File: config.mk
export PLATFORM = sky130hd
export DESIGN_NAME = player_trail_gen_flat
export DESIGN_NICKNAME = d
export VERILOG_FILES = /design/src/rtl/game_pkg.sv /design/src/rtl/player_trail_gen_if.sv /design/src/rtl/trail_lfsr.sv /design/src/rtl/player_trail_gen.sv /design/src/flat_wrapper.sv
export SDC_FILE = /design/constraint.sdc
export NUM_CORES = 2
export LEC_CHECK = 0
export ABC_CLOCK_PERIOD_IN_PS = 7900
export CORE_AREA = 2 2 371 373
export CTS_CLUSTER_DIAMETER = 100
export DETAILED_ROUTE_END_ITERATION = 10
export DIE_AREA = 0 0 373 375
export PLACE_DENSITY = 0.57
export SYNTH_ARGS = -nofsm -noshare
export SYNTH_HDL_FRONTEND = slang
export SYNTH_HIERARCHICAL = 1
export SYNTH_SLANG_ARGS = --single-unit
File: constraint.sdc
create_clock -name clk -period 7.9 [get_ports clk]
set_input_delay 1.185 -clock clk [delete_from_list [all_inputs] [get_ports clk]]
set_output_delay 1.185 -clock clk [all_outputs]
set_load 0.005 [all_outputs]
File: src/rtl/game_pkg.sv
// Shared game constants: gamemode encodings, playfield geometry and trail spawn helper.
// Latency: none (constants and a pure function).
// Backpressure: not applicable.
package game_pkg;

  // Gamemode encodings driven by the game-logic block
  localparam logic [1:0] GM_START = 2'b00;
  localparam logic [1:0] GM_PLAY  = 2'b01;
  localparam logic [1:0] GM_PAUSE = 2'b10;
  localparam logic [1:0] GM_OVER  = 2'b11;

  // Playfield geometry shared with the renderer
  localparam int PLAYER_X    = 160;
  localparam int PLAYER_SIZE = 40;
  localparam int UPPER_BOUND = 20;
  localparam int LOWER_BOUND = 460;
  localparam int LIFE_MAX    = 10;

  // Spawn row: sprite centre minus 4 plus a 0..7 jitter, kept strictly inside the
  // playfield bounds. The sum is formed at 10 bits so player_y near 511 cannot wrap.
  function automatic logic [8:0] spawn_y(input logic [8:0] py, input logic [2:0] rnd);
    logic [9:0] sum;
    sum = {1'b0, py} + 10'(PLAYER_SIZE / 2 - 4) + {7'd0, rnd};
    if (sum < 10'(UPPER_BOUND + 1)) begin
      spawn_y = 9'(UPPER_BOUND + 1);
    end else if (sum > 10'(LOWER_BOUND - 1)) begin
      spawn_y = 9'(LOWER_BOUND - 1);
    end else begin
      spawn_y = sum[8:0];
    end
  endfunction

endpackage

File: src/rtl/player_trail_gen_if.sv
// Bundle between game logic / renderer and the trail generator.
// Latency: none (wires only).
// Backpressure: none; the trail field is a level-held broadcast.
interface player_trail_gen_if #(
  parameter int N_TRAIL = 41
);
  logic                       frame_tick;
  logic [1:0]                 gamemode;
  logic [8:0]                 player_y;
  logic [N_TRAIL-1:0][9:0]    trail_x;
  logic [N_TRAIL-1:0][8:0]    trail_y;
  logic [N_TRAIL-1:0][3:0]    trail_life;

  // Game-logic side: drives frame/mode/player, observes the field
  modport master (
    output frame_tick, gamemode, player_y,
    input  trail_x, trail_y, trail_life
  );

  // Trail generator side
  modport slave (
    input  frame_tick, gamemode, player_y,
    output trail_x, trail_y, trail_life
  );
endinterface

File: src/rtl/trail_lfsr.sv
// 4-bit Fibonacci LFSR, x^4+x^3+1, used as spawn jitter; cycles through all 15 nonzero states.
// Latency: q advances on the clk edge where step=1.
// Backpressure: none; step is a plain enable.
module trail_lfsr #(
  parameter logic [3:0] SEED = 4'b1001
) (
  input  logic       clk,
  input  logic       rst_n,
  input  logic       step,
  output logic [3:0] q
);

  // Shift left, feeding back taps 4 and 3; a nonzero seed never reaches all-zero
  always_ff @(posedge clk or negedge rst_n) begin
    if (!rst_n) begin
      q <= SEED;
    end else if (step) begin
      q <= {q[2:0], q[3] ^ q[2]};
    end
  end

endmodule

File: src/rtl/player_trail_gen.sv
// Per-frame player trail particle field: spawn at player, age and drift left each frame_tick.
// Latency: field updates on the tick edge, visible next cycle and held until the next tick.
// Backpressure: none; the renderer samples the registered field whenever it likes.
module player_trail_gen #(
  parameter int N_TRAIL     = 41,
  parameter int LIFE_MAX    = game_pkg::LIFE_MAX,
  parameter int TRAIL_SPEED = 4,
  parameter int SPAWN_DIV   = 1
) (
  input logic               clk,
  input logic               rst_n,
  player_trail_gen_if.slave bus
);
  import game_pkg::*;

  localparam int         PTR_W = $clog2(N_TRAIL);
  localparam logic [9:0] SPEED = 10'(TRAIL_SPEED);

  logic [N_TRAIL-1:0][9:0] x_q, x_d;
  logic [N_TRAIL-1:0][8:0] y_q, y_d;
  logic [N_TRAIL-1:0][3:0] life_q, life_d;
  logic [PTR_W-1:0]        wr_ptr;
  logic [3:0]              spawn_cnt;
  logic [3:0]              lfsr_q;
  logic                    unused_lfsr_msb;

  logic mode_start, mode_play, mode_over;
  logic age_en, spawn_en;

  assign mode_start = (bus.gamemode == GM_START);
  assign mode_play  = (bus.gamemode == GM_PLAY);
  assign mode_over  = (bus.gamemode == GM_OVER);

  // Pause falls through every enable, freezing all state
  assign age_en   = bus.frame_tick && (mode_play || mode_over);
  assign spawn_en = bus.frame_tick && mode_play && (spawn_cnt == 4'(SPAWN_DIV - 1));

  // Only the low three LFSR bits feed the jitter
  assign unused_lfsr_msb = lfsr_q[3];

  trail_lfsr #(
    .SEED (4'b1001)
  ) u_lfsr (
    .clk   (clk),
    .rst_n (rst_n),
    .step  (spawn_en),
    .q     (lfsr_q)
  );

  // Next field: age/drift live slots, then let a spawn overwrite its slot, start mode kills all
  always_comb begin
    x_d    = x_q;
    y_d    = y_q;
    life_d = life_q;
    if (age_en) begin
      for (int i = 0; i < N_TRAIL; i++) begin
        if (life_q[i] != 4'd0) begin
          // Particles reaching the left edge die in place rather than wrapping
          if (x_q[i] < SPEED) begin
            life_d[i] = 4'd0;
          end else begin
            x_d[i]    = x_q[i] - SPEED;
            life_d[i] = life_q[i] - 4'd1;
          end
        end
      end
    end
    if (spawn_en) begin
      x_d[wr_ptr]    = 10'(PLAYER_X);
      y_d[wr_ptr]    = spawn_y(bus.player_y, lfsr_q[2:0]);
      life_d[wr_ptr] = 4'(LIFE_MAX);
    end
    if (mode_start) begin
      life_d = '0;
    end
  end

  // Particle field registers
  always_ff @(posedge clk or negedge rst_n) begin
    if (!rst_n) begin
      x_q    <= '0;
      y_q    <= '0;
      life_q <= '0;
    end else begin
      x_q    <= x_d;
      y_q    <= y_d;
      life_q <= life_d;
    end
  end

  // Ring write pointer and spawn-rate divider
  always_ff @(posedge clk or negedge rst_n) begin
    if (!rst_n) begin
      wr_ptr    <= '0;
      spawn_cnt <= 4'd0;
    end else if (mode_start) begin
      wr_ptr    <= '0;
      spawn_cnt <= 4'd0;
    end else if (spawn_en) begin
      wr_ptr    <= (wr_ptr == PTR_W'(N_TRAIL - 1)) ? '0 : wr_ptr + 1'b1;
      spawn_cnt <= 4'd0;
    end else if (bus.frame_tick && mode_play) begin
      spawn_cnt <= spawn_cnt + 4'd1;
    end
  end

  assign bus.trail_x    = x_q;
  assign bus.trail_y    = y_q;
  assign bus.trail_life = life_q;

endmodule

File: src/flat_wrapper.sv
// flat-port wrapper written by rule: the top's interface ports become plain ports
module player_trail_gen_flat import game_pkg::*;
#(
  parameter int N_TRAIL     = 41,
  parameter int LIFE_MAX    = game_pkg::LIFE_MAX,
  parameter int TRAIL_SPEED = 4,
  parameter int SPAWN_DIV   = 1
)
  (clk, rst_n, bus_frame_tick, bus_gamemode, bus_player_y, bus_trail_x, bus_trail_y, bus_trail_life);
  player_trail_gen_if #(.N_TRAIL(N_TRAIL)) bus_i ();
  input logic clk;
  input logic rst_n;
  input wire logic [$bits(bus_i.frame_tick)-1:0] bus_frame_tick;
  input wire logic [$bits(bus_i.gamemode)-1:0] bus_gamemode;
  input wire logic [$bits(bus_i.player_y)-1:0] bus_player_y;
  output wire logic [$bits(bus_i.trail_x)-1:0] bus_trail_x;
  output wire logic [$bits(bus_i.trail_y)-1:0] bus_trail_y;
  output wire logic [$bits(bus_i.trail_life)-1:0] bus_trail_life;
  assign bus_i.frame_tick = bus_frame_tick;
  assign bus_i.gamemode = bus_gamemode;
  assign bus_i.player_y = bus_player_y;
  assign bus_trail_x = bus_i.trail_x;
  assign bus_trail_y = bus_i.trail_y;
  assign bus_trail_life = bus_i.trail_life;
  player_trail_gen #(.N_TRAIL(N_TRAIL), .LIFE_MAX(LIFE_MAX), .TRAIL_SPEED(TRAIL_SPEED), .SPAWN_DIV(SPAWN_DIV)) u_core (.clk(clk), .rst_n(rst_n), .bus(bus_i));
endmodule
Yosys cells after proc, flatten, opt, wreduce, memory -nomap -nowiden
Index checks and enable logic that the tools add are counted.
Widths: inputs -> output; s select.
{"block": "totals", "ff_bits": 957, "latch_bits": 0, "ram_bits": 0, "romBits": 0, "inputBits": 14, "out_inout_bits": 943, "wordCells": 502, "n_memories": 0}
{"block": "classes", "n_addsub": 86, "mul": 0, "div_mod_pow": 0, "magnitude_cmp": 45, "n_eq_ne": 3, "shifts": 0, "muxes": 185, "bitwise_logic": 7, "n_reduce_logical": 50}
{"cell": "$mux 10", "n": 83}
{"cell": "$mux 410", "n": 2}
{"cell": "$mux 164", "n": 3}
{"cell": "$lt 10x3->1 const B", "n": 41}
{"cell": "$sub 10x3->10 const B", "n": 41}
{"cell": "$bwmux 369", "n": 1}
{"cell": "$mux 4", "n": 86}
{"cell": "$and 328x328->328", "n": 1}
{"cell": "$not 328->328", "n": 1}
{"cell": "$or 82x82->82", "n": 2}
{"cell": "$reduce_bool 4->1", "n": 41}
{"cell": "$sub 4x1->4 const B", "n": 41}
{"cell": "$and 82x82->82", "n": 1}
{"cell": "$not 82->82", "n": 1}
{"cell": "$demux 10 s6", "n": 1}
{"cell": "$demux 9 s6", "n": 1}
{"cell": "$mux 9", "n": 4}
{"cell": "$demux 4 s6", "n": 1}
{"cell": "$mux 6", "n": 3}
{"cell": "$add 10x3->10", "n": 1}
{"cell": "$add 9x5->10 const B", "n": 1}
{"cell": "$gt 10x9->1 const B", "n": 1}
{"cell": "$lt 10x5->1 const B", "n": 1}
{"cell": "$lt 6x7->1 const B", "n": 1}
{"cell": "13 further kinds", "n": 16}

Logic depth before layout (Yosys ltp)
{"block": "depth", "word_depth": 8, "mapped_depth": 12}

Hierarchy
The synthesis kept the hierarchy.
{"mod": "player_trail_gen", "instances": 1, "cells_each": 4513, "area_per_inst_um2": 43449.2, "seq_area_each_um2": 23847.9}
{"mod": "trail_lfsr", "instances": 1, "cells_each": 10, "area_per_inst_um2": 153.9, "seq_area_each_um2": 102.6}

Worst setup path after synthesis
No wires, ideal clock.
{"block": "synth_timing", "path_kind": "input-to-reg", "start": "in bus_player_y[0]", "end": "reg u_core.y_q, in the netlist u_core/bus.trail_y[100]", "setup_ps": 134, "arrival_time_ps": 3512, "setup_slack_ps": 4255, "path_stages": 11, "path_buffers": 3, "cell_sequence": "ha_1 fa_1 buf_2 xnor2_1 o311ai_0 a22o_1 nor4b_1 and2_1 buf_2 buf_1 o31ai_1"}
{"block": "synth_via", "elab_chain_cells": 7, "word_cells_on_any_way": 8}
{"item": "start, declared", "line_no": "flat_wrapper.sv:15", "source": "input wire logic [$bits(bus_i.player_y)-1:0] bus_player_y;"}
{"item": "$add 9x5->10 (*)", "line_no": "game_pkg.sv:23", "source": "sum = {1'b0, py} + 10'(PLAYER_SIZE / 2 - 4) + {7'd0, rnd};"}
{"item": "$add 10x3->10 (*)", "line_no": "game_pkg.sv:23"}
{"item": "$gt 10x9->1", "line_no": "game_pkg.sv:26", "source": "end else if (sum > 10'(LOWER_BOUND - 1)) begin"}
{"item": "$mux 9", "line_no": "game_pkg.sv:26"}
{"item": "$mux 9 (*)", "line_no": "game_pkg.sv:24", "source": "if (sum < 10'(UPPER_BOUND + 1)) begin"}
{"item": "$mux 9 (*)", "line_no": "player_trail_gen.sv:68", "source": "if (spawn_en) begin"}
{"item": "$bwmux 369 (*)", "line_no": "player_trail_gen.sv:70", "source": "y_d[wr_ptr] = spawn_y(bus.player_y, lfsr_q[2:0]);"}
{"item": "end signal, assigned", "line_no": "player_trail_gen.sv:86", "source": "y_q <= y_d;"}
{"item": "end, declared", "line_no": "player_trail_gen.sv:20", "source": "logic [N_TRAIL-1:0][8:0] y_q, y_d;"}
Every way passes the cells marked *; elsewhere a longest branch is shown, timed or not. The select of a mux whose other input is x is not followed.
A chain may end at the register's enable or synchronous reset.

Final worst setup path
{"block": "layout_timing", "start": "in bus_player_y[0]", "end": "reg u_core.y_q, in the netlist u_core/bus.trail_y[227]"}
Same word-level chain as after synthesis.

==> results_dict.tcl <==
set metrics [dict create \
    setup.worst_path.end_class "flip-flop" \
    cellInternalPower_mw 10.4 \
    comb_power_share_pct 25.3 \
    post_cts_hold_buffer_count 0 \
    synth_compound_area_share_pct 13.8 \
    core_region_area_um2 136000 \
    timing.slew.headroom_pct 19.7 \
    area_growth_pct 34.8 \
    period_share_pct 59.1 \
    clk-insertion-delay-late_ns 0.74 \
    ys.warnings.count 6 \
    post_detail_place_hpwl_mm 120 \
    cts_h_tree_depth 3 \
    cts_tree "done" \
    share_of_cells_above_drive_strength_1_pct 5.42 \
    power.density_nw_per_um2 261 \
    cp.arrival_ns 5.31 \
    finalWorstSetupSlack_ns 3.23 \
    final_nets 5511 \
    number_of_enable_flip_flop_cells_after_synthesis 0 \
    yosys.area_share.adder_pct 2.63 \
    yosysUniqueCellTypes 66 \
    report.final.slew_viol_count 0 \
    outcome "finished, final reports clean" \
    r2r_setup_slack_ns 3.78 \
    detail_route.wl_per_cell_um 22.7 \
    die_area_um2 140000 \
    p_sw_share_pct 32.4 \
    total_global_route_track_usage_pct 23.1 \
    maximum_number_of_pins_on_one_net_before_global_route_repair 147 \
    route.detailed.vias_per_inst 5.08 \
    design_power_total_mw 15.4 \
    drc 0 \
    period_minus_slack_ns 4.67 \
    post_cts.repair.setup_buffers 0 \
    worstPathMaxFanout 63 \
    cp.required_ns 8.54 \
    clk_root_buffer_cell "clkbuf_16" \
    final.fill_count 13200 \
    ys_seq_elements 957 \
    final_core_util_pct 43.1 \
    start_util_pct 32.0 \
    global_route.overflow_total 0 \
    detail_route.first_pass.iterations 5 \
    final-hold-violation-count 0 \
    timing.final.setup_violations 0 \
    top_level_ports 957 \
    cp-start-kind "input pin" \
    post_synth.cell_area_avg_um2 9.64 \
    dominant_combinational_cell_family_by_area_after_synthesis "simple AND/OR/NAND/NOR gates" \
    vias 37100 \
    ant_nets 0 \
    clkSlewWorstSetupHoldPaths_ns 0.06 \
    power.switching_mw 4.98 \
    clock_sinks 957 \
    clock_power_share_pct 34.9 \
    rows 136 \
    p_leak_nw 25.4 \
    floorplan.die.width_um 373 \
    synth_nets 4628 \
    dominantRegCellSynth "dfrtp_1" \
    port_buffers 956 \
    sequential_cell_area_um2 24000 \
    clockBufferDepth 3 \
    drv_cap 0 \
    highest_ir_drop_seen_on_vdd_v 0.000182 \
    chipHeight_um 375 \
    synth-xor-area-share_pct 4.56 \
    hold_path.class "input pin to asynchronous set/reset pin" \
    clock-skew-final_ns 0.0399 \
    hold_ws_ns 0.418 \
    cts_inserted_buffers 111 \
    max_slew.worst_pin.slew_ns 1.20 \
    synth_simple_gate_area_share_pct 19.4 \
    postSynthCellCount 4523 \
    drt_first_iter_violations 2430 \
    yosys-mux-area-fraction_pct 1.04 \
    synth.cell_area_um2 43600 \
    rsz0062_at_grt "false" \
    globalplace.congestion 0.855 \
    wirelength_mm 166 \
    antenna_found_initial 7 \
    post_cts_resize_count 0 \
    fmaxAchievable_mhz 214 \
    synth_seq_area_share_pct 54.9 \
    seq_power_share_pct 39.8 \
    pre_cts_slack_ns 2.56 \
    final.setup.tns_ns 0 \
    grt_pass1_vias 35900 \
    asyncSetResetFlopFracSynth_pct 100 \
    timing_worst_setup_path_type "input pin to flip-flop" \
    first_pass_grt_wire_length_mm 244 \
    multi_input_comb_area_um2 18200 \
]
-- path summary, 6_finish.rpt --
path | from | endpoint | depth (start not counted)
max in group asynchronous | rst_n | u_core/bus.trail_y[367] | 3
min reg2reg | u_core/bus.trail_y[84] | u_core/bus.trail_y[84] | 2
max | bus_player_y[0] | u_core/bus.trail_y[227] | 10
min in group clk | u_core/bus.trail_y[84] | u_core/bus.trail_y[84] | 2
min | rst_n | u_core/bus.trail_x[258] | 1
max reg2reg | u_core/u_lfsr/q[0] | u_core/bus.trail_y[227] | 9
-- worst max-delay path: stages --
cell and delay [ns]:
clkdlybuf4s50_1 0.45, ha_4 0.19, fa_1 0.50, xnor2_1 0.29
o311ai_0 0.16, a22o_1 0.23, nor4b_1 0.63, nand2_4 0.57
buf_4 0.59, a31oi_1 0.30
-- cell usage in the layout, fill, tap and decap left out, types with 15 or more instances in the layout --
cell type	count
buf_4	37
o21a_1	40
clkbuf_16	114
xnor2_1	102
a211oi_1	24
nand2_1	443
dfrtp_1	955
a31oi_1	129
nor3_1	183
ha_1	89
or4b_2	19
clkbuf_1	29
nor4_1	53
clkdlybuf4s50_1	955
a2bb2oi_1	40
or4_1	36
clkinv_2	15
and3_1	28
nand2b_1	80
inv_1	171
xor2_1	125
or3_1	35
o31ai_1	86
o211ai_1	36
nor2b_1	32
nand3b_1	17
clkbuf_8	26
o21ai_0	393
mux2i_1	42
nand3_1	38
a21oi_1	209
nor2_1	644
and2_1	99
-- power by group through the flow --
stage | sequential [mW] | combinational [mW] | clock [mW]
floorplan | 6.06 | 1.79 | 0
global placement | 6.19 | 3.86 | 0
detailed placement | 6.19 | 3.90 | 0
CTS | 6.12 | 3.92 | 5.49
global route | 6.22 | 4.24 | 5.67
finish | 6.12 | 3.88 | 5.36
-- registers in the layout, summed over array words and instances, names as in the netlist --
register               flops
u_core/bus.trail_x       410
u_core/bus.trail_y       369
u_core/bus.trail_life    164
u_core/wr_ptr              6
u_core/spawn_cnt           4
u_core/u_lfsr/q            4
-- logic make-up after synthesis --
kind of cell | after synthesis
AO/OA/AOI/OAI | 1020
XOR/XNOR | 227
adder cells (fa/ha/maj) | 91
buffers and inverters | 401
flip-flops | 957
multiplexers | 45
AND/OR/NAND/NOR | 1782
-- cells in the mapped netlist (all sizes together) (3+ instances only) --
cell	number	area, µm²
a211oi	26	200
a21o	14	105
a21oi	212	1060
a22o	7	61.3
a2bb2oi	40	350
a31oi	129	807
and2	101	632
and3	28	175
and4b	13	130
buf	64	343
clkbuf	164	616
dfrtp	955	23900
ha	90	1130
inv	171	642
mux2	3	33.8
mux2i	42	420
nand2	454	1730
nand2b	81	514
nand3	38	190
nand3b	17	128
nand4	3	18.8
nor2	663	2560
nor2b	32	200
nor3	188	941
nor3b	6	45.0
nor4	54	353
nor4b	3	56.3
o211ai	36	270
o21a	40	300
o21ai	409	2050
o22ai	5	31.3
o31ai	86	646
o41ai	4	35.0
or2	5	31.3
or3	35	219
or4	37	282
or4b	21	210
xnor2	102	893
xor2	125	1090
-- metal layers --
layer  share of wire (%)  track usage (%)
met1                  43             29.8
met2                  47             37.6
met4                 3.4             8.22
met5               0.031                0
met3                 6.8             5.87
-- through the flow --
step	cell area [µm²]	cells
finish	58800	7293
global route	58800	7290
CTS	58800	7290
detailed placement	55000	7087
global placement	55000	7087
floorplan	43600	4523
-- area by class of cell --
cell class | instances | area share (%)
antenna | 3 | 0.0128
multi-input combinational | 3165 | 30.9
clock buffer | 169 | 5.65
inverter | 173 | 1.10
clock inverter | 34 | 0.803
tap | 1794 | 3.82
sequential | 957 | 40.7
timing repair buffer | 998 | 16.9
(Power assumes the default switching activity.)
